File: src/rtl/ixc_slice_pkg.sv
// rtl/ixc_slice_pkg.sv - shared types and helpers for the ixc valid/ready slices
package ixc_slice_pkg;

    typedef enum logic [1:0] {
        EMPTY = 2'b00,
        HALF  = 2'b01,
        FULL  = 2'b10
    } state_t;

    localparam int OCC_W = 2;

    // Beat count held by the slice in each state; the unused encoding reads as empty.
    function automatic logic [OCC_W-1:0] occ_of(input state_t s);
        case (s)
            HALF:    occ_of = 2'd1;
            FULL:    occ_of = 2'd2;
            default: occ_of = 2'd0;
        endcase
    endfunction

endpackage

File: src/rtl/ixc_skid_reg_26_if.sv
// rtl/ixc_skid_reg_26_if.sv - valid/ready/data beat channel for the skid slice
interface ixc_skid_reg_26_if #(
    parameter int WIDTH = 26
);
    logic             valid;
    logic             ready;
    logic [WIDTH-1:0] data;

    modport master (output valid, output data, input ready);
    modport slave  (input valid, input data, output ready);
endinterface

File: src/rtl/ixc_xfer_cnt.sv
// rtl/ixc_xfer_cnt.sv - wrapping enable counter shared by the ixc slices
module ixc_xfer_cnt #(
    parameter int CNT_W = 16
) (
    input  logic             clk,
    input  logic             rst_n,
    input  logic             en,
    output logic [CNT_W-1:0] count
);

    always_ff @(posedge clk or negedge rst_n) begin
        if (!rst_n) begin
            count <= '0;
        end else if (en) begin
            count <= count + CNT_W'(1);
        end
    end

endmodule

File: src/rtl/ixc_skid_reg_26.sv
// rtl/ixc_skid_reg_26.sv - two-entry registered skid slice feeding the 26-bit assign template
module ixc_skid_reg_26
    import ixc_slice_pkg::*;
#(
    parameter int WIDTH = 26,
    parameter int CNT_W = 16
) (
    input  logic                 clk,
    input  logic                 rst_n,
    input  logic                 flush,
    ixc_skid_reg_26_if.slave     in_if,
    ixc_skid_reg_26_if.master    out_if,
    output logic [OCC_W-1:0]     occupancy,
    output logic [CNT_W-1:0]     xfer_count
);

    state_t           state;
    logic [WIDTH-1:0] main_q;
    logic [WIDTH-1:0] skid_q;
    logic             in_fire;
    logic             out_fire;

    // Handshake outputs decode the state register only, so no ready path crosses the slice.
    assign in_if.ready  = (state != FULL);
    assign out_if.valid = (state != EMPTY);
    assign out_if.data  = main_q;
    assign occupancy    = occ_of(state);

    assign in_fire  = in_if.valid & in_if.ready;
    assign out_fire = out_if.valid & out_if.ready;

    always_ff @(posedge clk or negedge rst_n) begin
        if (!rst_n) begin
            state  <= EMPTY;
            main_q <= '0;
            skid_q <= '0;
        end else if (flush) begin
            state <= EMPTY;
        end else begin
            case (state)
                EMPTY: begin
                    if (in_fire) begin
                        state  <= HALF;
                        main_q <= in_if.data;
                    end
                end
                HALF: begin
                    if (in_fire && out_fire) begin
                        main_q <= in_if.data;
                    end else if (in_fire) begin
                        state  <= FULL;
                        skid_q <= in_if.data;
                    end else if (out_fire) begin
                        state <= EMPTY;
                    end
                end
                FULL: begin
                    // Older skid beat moves up so ordering stays first-in first-out.
                    if (out_fire) begin
                        state  <= HALF;
                        main_q <= skid_q;
                    end
                end
                default: state <= EMPTY;
            endcase
        end
    end

    // Downstream consumption counts even during a flush.
    ixc_xfer_cnt #(.CNT_W(CNT_W)) u_xfer_cnt (
        .clk   (clk),
        .rst_n (rst_n),
        .en    (out_fire),
        .count (xfer_count)
    );

endmodule

File: src/flat_wrapper.sv
// flat-port wrapper written by rule: the top's interface ports become plain ports
module ixc_skid_reg_26_flat import ixc_slice_pkg::*;
#(
    parameter int WIDTH = 26,
    parameter int CNT_W = 16
)
  (clk, rst_n, flush, occupancy, xfer_count, in_if_valid, in_if_data, in_if_ready, out_if_valid, out_if_data, out_if_ready);
  ixc_skid_reg_26_if #(.WIDTH(WIDTH)) in_if_i ();
  ixc_skid_reg_26_if #(.WIDTH(WIDTH)) out_if_i ();
  input  logic clk;
  input  logic rst_n;
  input  logic flush;
  output logic [OCC_W-1:0] occupancy;
  output logic [CNT_W-1:0] xfer_count;
  input wire logic [$bits(in_if_i.valid)-1:0] in_if_valid;
  input wire logic [$bits(in_if_i.data)-1:0] in_if_data;
  output wire logic [$bits(in_if_i.ready)-1:0] in_if_ready;
  output wire logic [$bits(out_if_i.valid)-1:0] out_if_valid;
  output wire logic [$bits(out_if_i.data)-1:0] out_if_data;
  input wire logic [$bits(out_if_i.ready)-1:0] out_if_ready;
  assign in_if_i.valid = in_if_valid;
  assign in_if_i.data = in_if_data;
  assign in_if_ready = in_if_i.ready;
  assign out_if_valid = out_if_i.valid;
  assign out_if_data = out_if_i.data;
  assign out_if_i.ready = out_if_ready;
  ixc_skid_reg_26 #(.WIDTH(WIDTH), .CNT_W(CNT_W)) u_core (.clk(clk), .rst_n(rst_n), .flush(flush), .in_if(in_if_i), .out_if(out_if_i), .occupancy(occupancy), .xfer_count(xfer_count));
endmodule
File: config.mk
export PLATFORM = sky130hd
export DESIGN_NAME = ixc_skid_reg_26_flat
export DESIGN_NICKNAME = d
export VERILOG_FILES = /design/src/rtl/ixc_slice_pkg.sv /design/src/rtl/ixc_skid_reg_26_if.sv /design/src/rtl/ixc_xfer_cnt.sv /design/src/rtl/ixc_skid_reg_26.sv /design/src/flat_wrapper.sv
export SDC_FILE = /design/constraint.sdc
export NUM_CORES = 1
export LEC_CHECK = 0
export ABC_AREA = 1
export BUFFER_PORTS_ARGS = -buffer_cell sky130_fd_sc_hd__clkbuf_2
export CAP_MARGIN = 20
export CORE_MARGIN = 2
export CORE_UTILIZATION = 40
export CTS_CLUSTER_DIAMETER = 50
export CTS_CLUSTER_SIZE = 16
export DETAILED_ROUTE_END_ITERATION = 6
export GPL_TIMING_DRIVEN = 0
export SLEW_MARGIN = 5
export SYNTH_ARGS = -nofsm -noshare
export SYNTH_HDL_FRONTEND = slang
export SYNTH_SLANG_ARGS = --single-unit
File: constraint.sdc
create_clock -name clk -period 2 [get_ports clk]
set_input_delay 0 -clock clk [delete_from_list [all_inputs] [get_ports clk]]
set_output_delay 0 -clock clk [all_outputs]
set_load 0.01 [all_outputs]
==> flow_summary.ini, run 1 <==
[worst_setup_path]
critPathRequiredTime_ns = 2.00
startpoint_type = flip-flop
arrival_ns = 1.51
cp-end-kind = primary output
cp_slowest_stage_delay_ns = 0.48
path_max_fanout = 10
cp_cell_sequence = inv_2, nor2_8, buf_8, buf_6, clkbuf_2
worstSetupPathType = reg -> out
cp_slowest_cell = dfrtp_1

[logic_synthesis]
syn_inst = 385
syn_area_um2 = 3370
syn-num-nets = 417
synth_seq_cells = 70
synth_largest_area_cell = dfrtp_1
ys.warnings.count = 0
syn_avg_cell_area_um2 = 8.76
ys_seq_area_share_pct = 51.9
synth.area.top_cells = dfrtp_1, nand2_1, o21ai_2
synth.distinct_cells = 27
synth_top_area_share_pct = 51.9

[sta]
rsz0062_at_grt = no
slew_headroom_pct = 70.9
fmax_mhz = 661
setup_viol = 0
post-route-min-period_ns = 1.51
final_hold_viol_count = 0
clock_skew_ns = 0.00857
final_max_slew_viol_count = 0
period_share_pct = 75.7
setup_tns_ns = 0
fin_ws_ns = 0.486
worstMarginPinSlew_ns = 0.432

[drt]
routed_wl_um = 7590
wl_per_cell_um = 12.4
vias_per_cell = 4.66
drt-initial-drc-count = 125
remaining_drc_errors = 0
ant_nets = 0
drtPass1Iterations = 4
vias = 2845

[floorplanning]
dieArea_um2 = 9190
die_x_um = 95.9
start_util_pct = 41.1
core-area_um2 = 8220
rows = 33
chipHeight_um = 95.9
ioPinCount = 77

[global_route]
grt_pass1_wl_um = 12700
grt_max_degree = 50
antenna_found_initial = 0
globalRoute.totalOverflow = 0
first_global_vias = 2755
grt.total_usage_pct = 18.2

[cts]
clock_latency_ns = 0.34
clock_path_buffers = 2
cts_resized = 0
h-tree-depth = 3
clkSinkCount = 70
numCtsBuffers = 9
tritoncts = yes
clk_pin_slew_ns = 0.07
clockRootBuffer = clkbuf_8

[layout]
mostFrequentLayoutCell = nand2_1
syn2layout_area_growth_pct = 31.3
fin_cells = 611
drive_gt1_share_pct = 29.1
utilization_pct = 53.9
nets = 533
layout_common_cells = nand2_1, clkbuf_2, dfrtp_1
num_antenna_cells = 0

[min_path]
hold_class = in -> reg

[placement]
place_ws_ns = 0.605
io_buffers = 76
gp_congestion = 0.848
place_inst = 567
hpwl_um = 5410

[pwr]
power_mw = 4.58
cellPowerDensity_nw_per_um2 = 1030
leakage_nw = 2.31
ir_drop_v = 0.000670

[run]
drv_cap = 0

[run_status]
status = completed
-- kinds of logic after synthesis --
group           count (synthesis)  share of synthesized area (%)
xor+xnor                        8                           2.08
buf+inv                        62                           9.34
flops                          70                           51.9
compound gates                 82                           15.1
simple gates                  162                           21.2
fa+ha+maj                       1                          0.371
-- through the flow --
stage | hold WS (ns) | instance area, um^2
2_1_floorplan | -0.296 | 3370
3_3_place_gp | 0.266 | 3890
3_5_place_dp | -0.0483 | 3920
4_1_cts | 0.0180 | 4430
5_1_grt | 0.0846 | 4430
6_report | 0.0464 | 4430
-- final cells by class --
class	instances	area, um^2
timing repair buffer	105	691
clock buffer	13	169
inverter	46	173
fill	795	3790
buffer	16	143
clock inverter	3	65.1
tap	105	131
sequential	70	1750
multi-input combinational	253	1310
-- routing by layer --
metal	share of wire (%)	wire, um	GRT usage (%)
met3	4.1	308	4.54
met5	0	0	0
met2	47	3570	29.4
met1	48	3640	23.6
met4	1.0	77	6.79
-- power by group --
| part | total [mW] | leakage [nW] | switching [mW] | internal [mW] |
|---|---|---|---|---|
| clock network | 1.32 | 0.120 | 0.516 | 0.804 |
| logic | 1.22 | 1.35 | 0.702 | 0.516 |
| registers | 2.04 | 0.837 | 0.217 | 1.83 |
-- worst paths after layout --
| kind | to | depth (start not counted) | slack, ns | startpoint |
|---|---|---|---|---|
| min reg2reg | u_core.out_if.data[10] | 2 | 0.48 | u_core.out_if.data[10] |
| min in group asynchronous | u_core.out_if.data[9] | 2 | 0.12 | rst_n |
| min | u_core.state[0] | 5 | 0.05 | in_if_valid |
| max reg2reg | u_core.skid_q[14] | 5 | 0.58 | u_core.state[1] |
| max | occupancy[1] | 5 | 0.49 | u_core.state[1] |
| max in group asynchronous | u_core.u_xfer_cnt.count[3] | 3 | 1.32 | rst_n |
-- flip-flops by register name (all words and copies together), names as in the netlist --
| register | flops |
|---|---|
| u_core.out_if.data | 26 |
| u_core.state | 2 |
| u_core.u_xfer_cnt.count | 16 |
| u_core.skid_q | 26 |
-- cell usage after synthesis (all sizes together) --
| cell type | count |
|---|---|
| buf | 16 |
| xor2 | 6 |
| nand3 | 8 |
| a21oi | 23 |
| inv | 46 |
| nor3 | 1 |
| nand4 | 8 |
| nand3b | 2 |
| xnor2 | 2 |
| o21ai | 58 |
| ha | 1 |
| nand2 | 100 |
| nor2 | 43 |
| o21bai | 1 |
| dfrtp | 70 |
-- timing repair --
item                      in CTS  in global routing
hold endpoints to repair     113                  0
hold buffers                  28                  0
buffers inserted               0                  0
-- worst max-delay path: cells and delay by family (launching register included) --
kind / cells / cell delay [ns]
buf+inv: 4 / 0.57
flops: 1 / 0.48
simple gates: 1 / 0.13
(Power assumes the default switching activity.)
==> run 2: changes to the inputs <==
Clock period 2 ns to 1.36 ns, I/O delays scaled along.
==> flow_summary.ini, run 2 (same netlist as run 1, synthesis figures left out) <==
[floorplanning]
core-area_um2 = 8220
rows = 33
start_util_pct = 41.1
chipHeight_um = 95.9
die_x_um = 95.9
dieArea_um2 = 9190
ioPinCount = 77

[drt]
ant_nets = 0
vias_per_cell = 4.70
wl_per_cell_um = 13.0
drt-initial-drc-count = 91
vias = 2935
drtPass1Iterations = 5
remaining_drc_errors = 0
routed_wl_um = 8100

[run]
drv_cap = 0

[layout]
fin_cells = 625
num_antenna_cells = 0
mostFrequentLayoutCell = clkbuf_2
seqCellArea_um2 = 1750
drive_gt1_share_pct = 36.7
multi_input_area_um2 = 1450
syn2layout_area_growth_pct = 42.1
layout_common_cells = clkbuf_2, nand2_1, dfrtp_1
nets = 547
fill_cells = 752

[sta]
fmax_mhz = 715
clock_skew_ns = 0.00848
setup_viol = 23
post-route-min-period_ns = 1.40
period_share_pct = 103
final_hold_viol_count = 0
setup_tns_ns = -0.485
worstMarginPinSlew_ns = 0.335
rsz0062_at_grt = yes
slew_headroom_pct = 77.7
fin_ws_ns = -0.0392
final_max_slew_viol_count = 0

[placement]
io_buffers = 76
place_ws_ns = -0.0350
hpwl_um = 5410
gp_congestion = 0.848
place_inst = 567

[worst_setup_path]
cp-end-kind = flip-flop
arrival_ns = 1.63
critPathRequiredTime_ns = 1.59
path_max_fanout = 5
startpoint_type = flip-flop
worstSetupPathType = reg -> reg

[min_path]
hold_class = in -> reg

[cts]
clkSinkCount = 70
clock_latency_ns = 0.34
numCtsBuffers = 9
clk_pin_slew_ns = 0.07
h-tree-depth = 3
clock_path_buffers = 2
tritoncts = yes
clockRootBuffer = clkbuf_8

[pwr]
leakage_nw = 2.45
cellPowerDensity_nw_per_um2 = 1470
ir_drop_v = 0.000988
power_mw = 7.06

[global_route]
grt_max_degree = 50
globalRoute.totalOverflow = 0
antenna_found_initial = 0
first_global_vias = 2773
grt_pass1_wl_um = 12800
grt.total_usage_pct = 18.3

[run_status]
violations = setup timing
status = finished, violations left
[run 2: final timing paths]
path                                              from                      to  slack (ns)  depth (start not counted)
worst max-delay path                   u_core.state[1]   u_core.out_if.data[8]       -0.04                          8
worst min-delay path                       in_if_valid         u_core.state[0]        0.05                          5
worst max register to register         u_core.state[1]   u_core.out_if.data[8]       -0.04                          8
worst min register to register  u_core.out_if.data[10]  u_core.out_if.data[10]        0.48                          2
max in group asynchronous                        rst_n         u_core.state[1]        0.66                          3
min in group asynchronous                        rst_n   u_core.out_if.data[9]        0.13                          2
[run 2: layout make-up]
type	instances	share of cell area, %
plain buffers	15	4.07
multi-input cells	254	30.3
inverters	46	3.71
repair buffers	119	17.7
well taps	105	2.74
flip-flops and latches	70	36.6
clock inverters	3	1.36
clock buffers	13	3.52
[run 2: report_power, final]
part | internal, mW | leakage, nW | switching [mW]
logic | 0.940 | 1.50 | 1.13
clock network | 1.18 | 0.120 | 0.768
registers | 2.69 | 0.833 | 0.348
total | 4.81 | 2.45 | 2.25
[run 2: stage by stage]
stage	utilization, %	hold WS [ns]	area [um^2]
floorplan	-	-0.296	3370
global placement	47.3	0.266	3890
detailed placement	47.7	-0.0483	3920
CTS	54.6	0.0179	4490
global route	58.4	0.0592	4790
finish	58.4	0.0474	4790
[run 2: what timing repair did]
item                       in CTS  in global routing
hold endpoints to repair      113                  0
cloned                          0                  3
resized for setup               5                 69
hold buffers                   28                  0
setup buffers                   4                  8
setup endpoints to repair      43                 60
pin swaps                       1                  4
[run 2: routing by layer]
metal	up-vias	wire length (um)	track usage, %
met5	-	0	0
met4	0	111	6.79
li1	1487	-	-
met2	75	3760	29.2
met3	11	367	4.54
met1	1362	3860	24.2
[run 2: worst max-delay path, stage by stage (launching register included)]
cell	delay [ns]
dfrtp_2	0.47
clkinv_4	0.09
buf_4	0.13
nand2_2	0.08
nand2_4	0.13
nand2_8	0.10
clkbuf_16	0.17
nand2_1	0.06
o21ai_2	0.05
==> run 3: changes to the inputs <==
Settings changed: SYNTH_HIERARCHICAL set to 1.
==> flow_summary.ini, run 3 <==
[global_route]
first_global_vias = 3107
antenna_found_initial = 0
grt.total_usage_pct = 19.1
grt_max_degree = 56
globalRoute.totalOverflow = 0
grt_pass1_wl_um = 14700

[cts]
h-tree-depth = 3
tritoncts = yes
numCtsBuffers = 9
clk_pin_slew_ns = 0.07
clkSinkCount = 70
clock_path_buffers = 2
clockRootBuffer = clkbuf_8
clock_latency_ns = 0.34

[sta]
final_max_slew_viol_count = 0
fin_ws_ns = 0.0207
slew_headroom_pct = 69.7
post-route-min-period_ns = 1.34
rsz0062_at_grt = yes
clock_skew_ns = 0.0124
setup_viol = 0
final_hold_viol_count = 0
fmax_mhz = 747
holdWs_ns = 0.0188
worstMarginPinSlew_ns = 0.454
period_share_pct = 98.5

[floorplanning]
rows = 33
chipHeight_um = 96.9
ioPinCount = 77
core-area_um2 = 8300
die_x_um = 96.9
dieArea_um2 = 9390
start_util_pct = 41.6

[placement]
io_buffers = 76
dpl_cell_area_um2 = 3990
place_ws_ns = -0.311
gp_congestion = 0.775
hpwl_um = 5840

[pwr]
swShare_pct = 33.0
ir_drop_v = 0.000759
leakage_nw = 2.58
p_comb_share_pct = 26.8
p_clk_share_pct = 25.3
power.share.sequential_pct = 47.9
cellPowerDensity_nw_per_um2 = 1310
internal_power_mw = 4.15
p_switching_mw = 2.04

[worst_setup_path]
cp-end-kind = flip-flop
critPathRequiredTime_ns = 1.62
worstSetupPathType = reg -> reg
path_max_fanout = 7
startpoint_type = flip-flop
arrival_ns = 1.60

[logic_synthesis]
synth_edf_count = 0
synth_top_area_share_pct = 50.7
syn-num-nets = 470
syn_area_um2 = 3450
ys_seq_area_share_pct = 50.7
synth_seq_cells = 70
ys_top_cells_by_count = nand2_1, nand3_1, dfrtp_1, inv_1, nor2_1
syn_avg_cell_area_um2 = 7.88
ys.warnings.count = 6
syn_inst = 438
synth-main-ff-cell = dfrtp_1
synth.distinct_cells = 22
ys_async_sr_fraction_pct = 100
synth_largest_area_cell = dfrtp_1
synth.area.top_cells = dfrtp_1, nand2_1, nand3_1
yosysMostFrequentCell = nand2_1

[drt]
wl_per_cell_um = 12.8
drt-initial-drc-count = 190
vias = 3259
routed_wl_um = 8740
ant_nets = 0
drtPass1Iterations = 4
vias_per_cell = 4.76
remaining_drc_errors = 0

[layout]
drive_gt1_share_pct = 27.8
seqCellArea_um2 = 1750
multi_input_area_um2 = 1540
syn2layout_area_growth_pct = 37.0
mostFrequentLayoutCell = nand2_1
utilization_pct = 57.0
fill_cells = 797
nets = 606
num_antenna_cells = 0
layout_common_cells = nand2_1, nand3_1, clkbuf_2
finalInstanceArea_um2 = 4730

[run_status]
status = completed

[min_path]
hold_class = in -> reg

[run]
drv_cap = 0
==> run 3: area by class of cell <==
cell class                 count  share of cell area, %
timing repair buffer         127                   18.1
multi-input combinational    324                   32.5
inverter                      21                   1.67
clock buffer                  13                   3.57
buffer                        21                   3.86
sequential                    70                   37.1
tap                          105                   2.78
clock inverter                 3                  0.370
==> run 3: metrics by stage <==
| step | power (mW) | TNS (ns) | cells |
|---|---|---|---|
| floorplan | 3.83 | 0 | 438 |
| global placement | 4.41 | -31.49 | 619 |
| detailed placement | 4.45 | -5.99 | 620 |
| CTS | 6.15 | -0.481 | 667 |
| global route | 6.59 | -0.438 | 684 |
| finish | 6.19 | 0 | 684 |
==> run 3: cells by family (layout without fill, tap and decap cells) <==
group / count (synthesis) / in the layout / share of synthesized area, %
AND/OR/NAND/NOR: 309 / 309 / 39.0
XOR/XNOR: 11 / 11 / 2.79
adder cells (fa/ha/maj): 1 / 1 / 0.362
buffers and inverters: 44 / 185 / 6.63
AO/OA/AOI/OAI: 3 / 3 / 0.508
flip-flops: 70 / 70 / 50.7
==> run 3: path summary, 6_finish.rpt <==
check	startpoint	endpoint	slack (ns)	cells after the start
max in group asynchronous	rst_n	u_core/state[1]	0.68	3
setup / recovery	u_core/state[0]	u_core/u_xfer_cnt/count[4]	0.02	7
min in group asynchronous	rst_n	u_core/out_if.data[5]	0.09	2
hold reg to reg	u_core/skid_q[24]	u_core/skid_q[24]	0.47	2
setup reg to reg	u_core/state[0]	u_core/u_xfer_cnt/count[4]	0.02	7
hold / removal	out_if_ready	u_core/state[0]	0.02	4
==> run 3: what timing repair did <==
item                                   CTS  global route
buffers inserted                         5            17
pin swaps                                4            13
gates resized for setup                 15            24
endpoints found under the hold margin  103             0
hold buffers                            28             0
setup endpoints to repair               54            50
==> run 3: power by group through the flow <==
stage	clock network, mW	logic, mW	registers [mW]
finish	1.56	1.66	2.97
global route	1.71	1.84	3.04
CTS	1.62	1.58	2.96
detailed placement	0	1.45	3.00
global placement	0	1.42	2.98
floorplan	0	0.758	3.07
==> run 3: layer usage <==
metal	share of wire [%]	track usage [%]	vias up
met5	0	0	-
met4	0.90	5.63	0
li1	-	-	1668
met1	46	25.3	1511
met2	48	31.5	73
met3	4.9	4.26	7
==> run 3: critical path, cell delays in order (launching register included) <==
cell and delay, ns:
dfrtp_2 0.45, nor2_4 0.17, nor2_4 0.05, buf_6 0.14, buf_4 0.12, buf_4 0.13
nand4_1 0.09, xnor2_1 0.12
